### src/rtl/memory_access_stage_if.sv
// Data-memory request/acknowledge bus between the MEM stage (master) and the memory (slave).
interface memory_access_stage_if;
    logic        MEM_REQ;
    logic        MEM_WE;
    logic [31:0] MEM_ADDR;
    logic [31:0] MEM_WDATA;
    logic [31:0] MEM_RDATA;
    logic        MEM_ACK;

    modport master (
        output MEM_REQ, MEM_WE, MEM_ADDR, MEM_WDATA,
        input  MEM_RDATA, MEM_ACK
    );

    modport slave (
        input  MEM_REQ, MEM_WE, MEM_ADDR, MEM_WDATA,
        output MEM_RDATA, MEM_ACK
    );
endinterface

### src/rtl/memory_access_stage.sv
// MEM stage of the 32-bit RISC pipeline: data-memory loads/stores with timeout,
// branch resolution and registered write-back fields.
module memory_access_stage #(
    parameter int TIMEOUT = 16
) (
    input  logic                        CLK,
    input  logic                        RESET,
    input  logic                        VALID_IN,
    input  logic [31:0]                 ALU_RESULT,
    input  logic [31:0]                 WRITE_DATA,
    input  logic [4:0]                  WRITE_REGISTER,
    input  logic [31:0]                 BRANCH_TARGET,
    input  logic                        ZERO,
    input  logic [4:0]                  CONTROL,
    input  logic                        HIT,
    output logic                        STALL,
    memory_access_stage_if.master       mem,
    output logic                        PC_SRC,
    output logic [31:0]                 BRANCH_TARGET_OUT,
    output logic                        WB_VALID,
    output logic                        WB_REG_WRITE,
    output logic                        WB_MEM_TO_REG,
    output logic [31:0]                 WB_ALU_RESULT,
    output logic [31:0]                 WB_READ_DATA,
    output logic [4:0]                  WB_WRITE_REGISTER,
    output logic                        HIT_OUT,
    output logic                        BUS_ERROR
);

    typedef enum logic [0:0] {ST_IDLE = 1'b0, ST_BUSY = 1'b1} state_t;

    // A zero TIMEOUT still needs a one-bit counter; it simply saturates.
    localparam int CNT_W = (TIMEOUT > 0) ? $clog2(TIMEOUT + 1) : 1;
    localparam logic [CNT_W-1:0] CNT_LIMIT = CNT_W'(TIMEOUT);
    localparam logic [CNT_W-1:0] CNT_MAX   = '1;

    state_t            state_q, state_d;
    logic [CNT_W-1:0]  cnt_q, cnt_d;
    logic [CNT_W-1:0]  cnt_inc_s;
    logic              is_mem_s;
    logic              mem_req_q, mem_req_d;
    logic              mem_we_q, mem_we_d;
    logic [31:0]       mem_addr_q, mem_addr_d;
    logic [31:0]       mem_wdata_q, mem_wdata_d;
    logic              pc_src_q, pc_src_d;
    logic [31:0]       bt_out_q, bt_out_d;
    logic              wb_valid_q, wb_valid_d;
    logic              wb_reg_write_q, wb_reg_write_d;
    logic              wb_mem_to_reg_q, wb_mem_to_reg_d;
    logic [31:0]       wb_alu_result_q, wb_alu_result_d;
    logic [31:0]       wb_read_data_q, wb_read_data_d;
    logic [4:0]        wb_write_register_q, wb_write_register_d;
    logic              hit_out_q, hit_out_d;
    logic              bus_error_q, bus_error_d;

    // Next-state and next-output computation for the IDLE/BUSY controller.
    always_comb begin
        state_d             = state_q;
        cnt_d               = cnt_q;
        mem_req_d           = mem_req_q;
        mem_we_d            = mem_we_q;
        mem_addr_d          = mem_addr_q;
        mem_wdata_d         = mem_wdata_q;
        pc_src_d            = 1'b0;
        bt_out_d            = bt_out_q;
        wb_valid_d          = 1'b0;
        wb_reg_write_d      = wb_reg_write_q;
        wb_mem_to_reg_d     = wb_mem_to_reg_q;
        wb_alu_result_d     = wb_alu_result_q;
        wb_read_data_d      = wb_read_data_q;
        wb_write_register_d = wb_write_register_q;
        hit_out_d           = hit_out_q;
        bus_error_d         = bus_error_q;
        is_mem_s            = CONTROL[3] | CONTROL[2];
        cnt_inc_s           = cnt_q + CNT_W'(1);

        case (state_q)
            ST_IDLE: begin
                if (VALID_IN) begin
                    wb_alu_result_d     = ALU_RESULT;
                    wb_write_register_d = WRITE_REGISTER;
                    wb_reg_write_d      = CONTROL[1];
                    wb_mem_to_reg_d     = CONTROL[0];
                    hit_out_d           = HIT;
                    if (!is_mem_s) begin
                        wb_valid_d = 1'b1;
                        pc_src_d   = CONTROL[4] & ZERO;
                        bt_out_d   = BRANCH_TARGET;
                    end else if (ALU_RESULT[1:0] == 2'b00) begin
                        mem_req_d   = 1'b1;
                        mem_we_d    = CONTROL[2];
                        mem_addr_d  = ALU_RESULT;
                        mem_wdata_d = WRITE_DATA;
                        cnt_d       = '0;
                        state_d     = ST_BUSY;
                    end else begin
                        bus_error_d    = 1'b1;
                        wb_valid_d     = 1'b1;
                        wb_reg_write_d = 1'b0;
                    end
                end else begin
                    state_d = ST_IDLE;
                end
            end
            ST_BUSY: begin
                cnt_d = (cnt_q == CNT_MAX) ? cnt_q : cnt_inc_s;
                if (mem.MEM_ACK) begin
                    if (!mem_we_q) begin
                        wb_read_data_d = mem.MEM_RDATA;
                    end else begin
                        wb_read_data_d = wb_read_data_q;
                    end
                    wb_valid_d = 1'b1;
                    mem_req_d  = 1'b0;
                    state_d    = ST_IDLE;
                end else if ((TIMEOUT != 0) && (cnt_inc_s == CNT_LIMIT)) begin
                    bus_error_d    = 1'b1;
                    wb_valid_d     = 1'b1;
                    wb_reg_write_d = 1'b0;
                    mem_req_d      = 1'b0;
                    state_d        = ST_IDLE;
                end else begin
                    state_d = ST_BUSY;
                end
            end
            default: begin
                state_d   = ST_IDLE;
                mem_req_d = 1'b0;
            end
        endcase
    end

    // State and output registers with synchronous reset.
    always_ff @(posedge CLK) begin
        if (RESET) begin
            state_q             <= ST_IDLE;
            cnt_q               <= '0;
            mem_req_q           <= 1'b0;
            mem_we_q            <= 1'b0;
            mem_addr_q          <= 32'h0000_0000;
            mem_wdata_q         <= 32'h0000_0000;
            pc_src_q            <= 1'b0;
            bt_out_q            <= 32'h0000_0000;
            wb_valid_q          <= 1'b0;
            wb_reg_write_q      <= 1'b0;
            wb_mem_to_reg_q     <= 1'b0;
            wb_alu_result_q     <= 32'h0000_0000;
            wb_read_data_q      <= 32'h0000_0000;
            wb_write_register_q <= 5'd0;
            hit_out_q           <= 1'b0;
            bus_error_q         <= 1'b0;
        end else begin
            state_q             <= state_d;
            cnt_q               <= cnt_d;
            mem_req_q           <= mem_req_d;
            mem_we_q            <= mem_we_d;
            mem_addr_q          <= mem_addr_d;
            mem_wdata_q         <= mem_wdata_d;
            pc_src_q            <= pc_src_d;
            bt_out_q            <= bt_out_d;
            wb_valid_q          <= wb_valid_d;
            wb_reg_write_q      <= wb_reg_write_d;
            wb_mem_to_reg_q     <= wb_mem_to_reg_d;
            wb_alu_result_q     <= wb_alu_result_d;
            wb_read_data_q      <= wb_read_data_d;
            wb_write_register_q <= wb_write_register_d;
            hit_out_q           <= hit_out_d;
            bus_error_q         <= bus_error_d;
        end
    end

    assign STALL             = (state_q == ST_BUSY);
    assign mem.MEM_REQ       = mem_req_q;
    assign mem.MEM_WE        = mem_we_q;
    assign mem.MEM_ADDR      = mem_addr_q;
    assign mem.MEM_WDATA     = mem_wdata_q;
    assign PC_SRC            = pc_src_q;
    assign BRANCH_TARGET_OUT = bt_out_q;
    assign WB_VALID          = wb_valid_q;
    assign WB_REG_WRITE      = wb_reg_write_q;
    assign WB_MEM_TO_REG     = wb_mem_to_reg_q;
    assign WB_ALU_RESULT     = wb_alu_result_q;
    assign WB_READ_DATA      = wb_read_data_q;
    assign WB_WRITE_REGISTER = wb_write_register_q;
    assign HIT_OUT           = hit_out_q;
    assign BUS_ERROR         = bus_error_q;

endmodule

### src/flat_wrapper.sv
// flat-port wrapper written by rule: the top's interface ports become plain ports
module memory_access_stage_flat 
#(
    parameter int TIMEOUT = 16
)
  (CLK, RESET, VALID_IN, ALU_RESULT, WRITE_DATA, WRITE_REGISTER, BRANCH_TARGET, ZERO, CONTROL, HIT, STALL, PC_SRC, BRANCH_TARGET_OUT, WB_VALID, WB_REG_WRITE, WB_MEM_TO_REG, WB_ALU_RESULT, WB_READ_DATA, WB_WRITE_REGISTER, HIT_OUT, BUS_ERROR, mem_MEM_REQ, mem_MEM_WE, mem_MEM_ADDR, mem_MEM_WDATA, mem_MEM_RDATA, mem_MEM_ACK);
  memory_access_stage_if mem_i ();
  input  logic CLK;
  input  logic RESET;
  input  logic VALID_IN;
  input  logic [31:0] ALU_RESULT;
  input  logic [31:0] WRITE_DATA;
  input  logic [4:0] WRITE_REGISTER;
  input  logic [31:0] BRANCH_TARGET;
  input  logic ZERO;
  input  logic [4:0] CONTROL;
  input  logic HIT;
  output logic STALL;
  output logic PC_SRC;
  output logic [31:0] BRANCH_TARGET_OUT;
  output logic WB_VALID;
  output logic WB_REG_WRITE;
  output logic WB_MEM_TO_REG;
  output logic [31:0] WB_ALU_RESULT;
  output logic [31:0] WB_READ_DATA;
  output logic [4:0] WB_WRITE_REGISTER;
  output logic HIT_OUT;
  output logic BUS_ERROR;
  output wire logic [$bits(mem_i.MEM_REQ)-1:0] mem_MEM_REQ;
  output wire logic [$bits(mem_i.MEM_WE)-1:0] mem_MEM_WE;
  output wire logic [$bits(mem_i.MEM_ADDR)-1:0] mem_MEM_ADDR;
  output wire logic [$bits(mem_i.MEM_WDATA)-1:0] mem_MEM_WDATA;
  input wire logic [$bits(mem_i.MEM_RDATA)-1:0] mem_MEM_RDATA;
  input wire logic [$bits(mem_i.MEM_ACK)-1:0] mem_MEM_ACK;
  assign mem_MEM_REQ = mem_i.MEM_REQ;
  assign mem_MEM_WE = mem_i.MEM_WE;
  assign mem_MEM_ADDR = mem_i.MEM_ADDR;
  assign mem_MEM_WDATA = mem_i.MEM_WDATA;
  assign mem_i.MEM_RDATA = mem_MEM_RDATA;
  assign mem_i.MEM_ACK = mem_MEM_ACK;
  memory_access_stage #(.TIMEOUT(TIMEOUT)) u_core (.CLK(CLK), .RESET(RESET), .VALID_IN(VALID_IN), .ALU_RESULT(ALU_RESULT), .WRITE_DATA(WRITE_DATA), .WRITE_REGISTER(WRITE_REGISTER), .BRANCH_TARGET(BRANCH_TARGET), .ZERO(ZERO), .CONTROL(CONTROL), .HIT(HIT), .STALL(STALL), .mem(mem_i), .PC_SRC(PC_SRC), .BRANCH_TARGET_OUT(BRANCH_TARGET_OUT), .WB_VALID(WB_VALID), .WB_REG_WRITE(WB_REG_WRITE), .WB_MEM_TO_REG(WB_MEM_TO_REG), .WB_ALU_RESULT(WB_ALU_RESULT), .WB_READ_DATA(WB_READ_DATA), .WB_WRITE_REGISTER(WB_WRITE_REGISTER), .HIT_OUT(HIT_OUT), .BUS_ERROR(BUS_ERROR));
endmodule
### config.mk
export PLATFORM = sky130hd
export DESIGN_NAME = memory_access_stage_flat
export DESIGN_NICKNAME = d
export VERILOG_FILES = /design/src/rtl/memory_access_stage_if.sv /design/src/rtl/memory_access_stage.sv /design/src/flat_wrapper.sv
export SDC_FILE = /design/constraint.sdc
export NUM_CORES = 1
export LEC_CHECK = 0
export CORE_UTILIZATION = 28
export DETAILED_ROUTE_END_ITERATION = 7
export SLEW_MARGIN = 10
export SYNTH_ARGS = -nofsm -noshare
export SYNTH_HDL_FRONTEND = slang
export SYNTH_SLANG_ARGS = --single-unit
### constraint.sdc
create_clock -name CLK -period 2.4 [get_ports CLK]
set_input_delay 0.48 -clock CLK [delete_from_list [all_inputs] [get_ports CLK]]
set_output_delay 0.48 -clock CLK [all_outputs]
set_load 0.01 [all_outputs]
==> results.md <==
* Status: complete, no violations
* Max-cap violations at 0
* Initial antenna violation count at 0
* Drt via density at 4.646
* Xor-xnor portion of the synthesized cell area at 0%
* Mapped Cells at slightly above 800
* CP endpoint kind: output port
* Slowest cell on crit path: clkdlybuf4s50_1
* Min-Delay Path Class: flip-flop to flip-flop
* WL final at 22,290 um
* Die X at 155.1 um
* Post-Synth Adder-Cell Area at 0.3815%
* FF-to-FF setup slack at 0.50 ns
* First-pass GRT wire length at between 30,000 and 40,000 um
* Most frequent cells in the layout: 316 x clkdlybuf4s50_1, 213 x nand2_1, 178 x dfxtp_1
* Clk_lat worst skew at 0.42 ns
* Clk slew on worst S/H paths at 0.07 ns
* Pin count of the biggest net entering global routing at 78
* Net Count, Synth at 954
* Synthesized area at between 0.006 and 0.007 mm^2
* WHS Endpoint: u_core.WB_MEM_TO_REG
* Largest family of logic cells by synthesized area: simple AND/OR/NAND/NOR gates
* TritonCTS clock tree: yes
* ANT nets after route at 0
* # setup viols final at 0
* Reg-to-reg endpoint: u_core.WB_REG_WRITE
* Final core occ at 46.93%
* Design Area, Final at 0.01069 mm^2
* GRT overflow at 0
* Crit Path Max Fanout at 14
* Vias in the first global route at 6,503
* CTS HTree Levels at 4
* Sequential share of the synthesized area at 54.64%
* Crit path required time at 1.92 ns
* Min Tclk post-route at 2.060 ns
* Critical Path Source Type: flip-flop
* Setup WS post-layout at approximately 0.34 ns
* Port bufs at ~320
* Critical path arrival at 1.58 ns
* Synth unique cells at 40
* FFs w/ async S/R, synth at 0%
* WHS Path Cells at 2
* Hold Fails Final Rpt at 0
* Final Skew at between 0.008 and 0.009 ns
* Ant diodes at 0
* Synthesis Warnings at 0
* Slew HR at 58.13%
* Initial Util at 28.79%
* FF+latch count, synth at 179
* Synth Flop Type: dfxtp_1
* Final slew viol count at 0
* CTS root buffer: clkbuf_16
* Max Fclk at a little under 500 MHz
* DR WL/cell at about 16 um
* Reg2Reg Depth at 6
* Dpl hpwl at ~15,000 um
* Core ar. at 0.02278 mm^2
* Clock sinks at around 180
* Max VDD drop at 0.0003504 V
* # DRC at 0
* Hold Startpoint: u_core.WB_MEM_TO_REG
* CP delay by family, top: buffers and inverters
* Period utilization at 85.83%
* Pwr Total at 6.777 mW
* Total Routing Usage GR at 18.34%
* Most common cell after layout, fill and taps aside: clkdlybuf4s50_1
* TritonCTS buffer count at 17
* Cell breakdown of the critical path: clkdlybuf4s50_1
* DRC marker count from the first detailed-route iteration at roughly 400
* Cts repair resizes at 0
* Setup Total Neg Slack at 0 ns
* Cells after DPL at 1,389
* Hold-fix buffer count after cts at 0
* Worst hold margin at 0.4519 ns
* First drt pass iteration count at 4
* Mux cell area share after synthesis at 0%
* DP Area at 0.01011 mm^2
* EDFF count, synth at 0
* Synth Area in Simple Gates at approximately a fifth
* Area delta synth->final at 62.99%
* Worst Setup Path Type: flip-flop to output port
* Post-Layout Cell Count at 1,421
* Top Ports at 318
* Row count at 55
* Post-Place Worst Slack at 0.1429 ns
* Syn_area_per_cell at 8.117 um^2
* Post-CTS setup buffers at 0
* Worst Tran Pin Value at 0.6281 ns
* Vias at 6,602
* Crit. path cell count at 1
* Leakage Power at around 3.7 nW
* RSZ-0062 raised after global routing: no
* Critical R2R Launch: u_core.cnt_q[0]
* Maximum root-to-sink buffer count at 2
* Buffers plus inverters on the worst setup path at 1
* Share of cells above drive strength 1 at 5.866%
* GP Congestion at between 0.7 and 0.8
* Die ar. at around 0.024 mm^2
* Die height at 155.1 um
* Compound-Gate Fraction of Synth Area at 19.55%
* Slowest stage delay, CP at 0.63 ns
* Layout Nets at 1,241
* Power density over the cells at 634.0 mW/mm^2
-- metal layers --
metal  vias up  global-route usage [%]  routed length, um
met5         -                       0                  0
met4         0                   6.223                457
met3        30                   6.017               1684
met2       224                   30.35              10360
met1      3042                   22.31               9779
li1       3306                       -                  -
-- cell families (layout without fill, tap and decap cells) --
kind of cell,after synthesis,in the layout
AOI/OAI and AO/OA,249,249
buffers and inverters,74,374
and+or+nand+nor,304,304
DFF,179,179
adders and majority gates,2,2
-- final cells by class --
class	instances	area [um^2]
Multi-Input combinational cell	555	2664
Timing Repair Buffer	340	3460
Sequential cell	179	3585
Clock buffer	18	439.2
Tap cell	313	391.6
Fill cell	2247	12090
Inverter	2	7.507
Clock inverter	14	143.9
-- how the worst max path moves through the flow --
stage,startpoint,endpoint,slack (ns)
floorplan,u_core.cnt_q[0],u_core.cnt_q[3],0.70
global placement,VALID_IN,u_core.cnt_q[3],0.17
detailed placement,VALID_IN,u_core.cnt_q[3],0.14
CTS,u_core.STALL,STALL,0.05
global route,u_core.STALL,STALL,0.25
finish,u_core.STALL,STALL,0.34
-- report_power, final --
part           switching [mW]  total, mW  internal, mW
combinational           0.385      0.862         0.477
sequential             0.0520       3.12          3.07
clock                    1.30       2.80          1.50
-- flip-flops by register name, summed over array words and instances (netlist names), 5 cells and up --
signal and cells:
u_core.BRANCH_TARGET_OUT 32, u_core.WB_ALU_RESULT 32, u_core.WB_READ_DATA 32, u_core.mem.MEM_ADDR 32, u_core.mem.MEM_WDATA 32, u_core.WB_WRITE_REGISTER 5
u_core.cnt_q 5
-- cell usage after synthesis, drive strengths merged, types with 2 or more instances --
cell	count	share of area, %
nand2	213	12
dfxtp	179	55
a21oi	172	13
nand3	65	5.0
o21ai	64	4.9
clkbuf	42	2.4
buf	30	2.7
and3	3	0.29
nor2b	3	0.29
nor3	3	0.31
nor4b	3	0.59
o211ai	3	0.34
and3b	2	0.27
ha	2	0.38
inv	2	0.11
nand2b	2	0.19
nor2	2	0.11
o31a	2	0.27
o31ai	2	0.23
or4b	2	0.36
No activity file was read; power rests on OpenSTA's default activity.
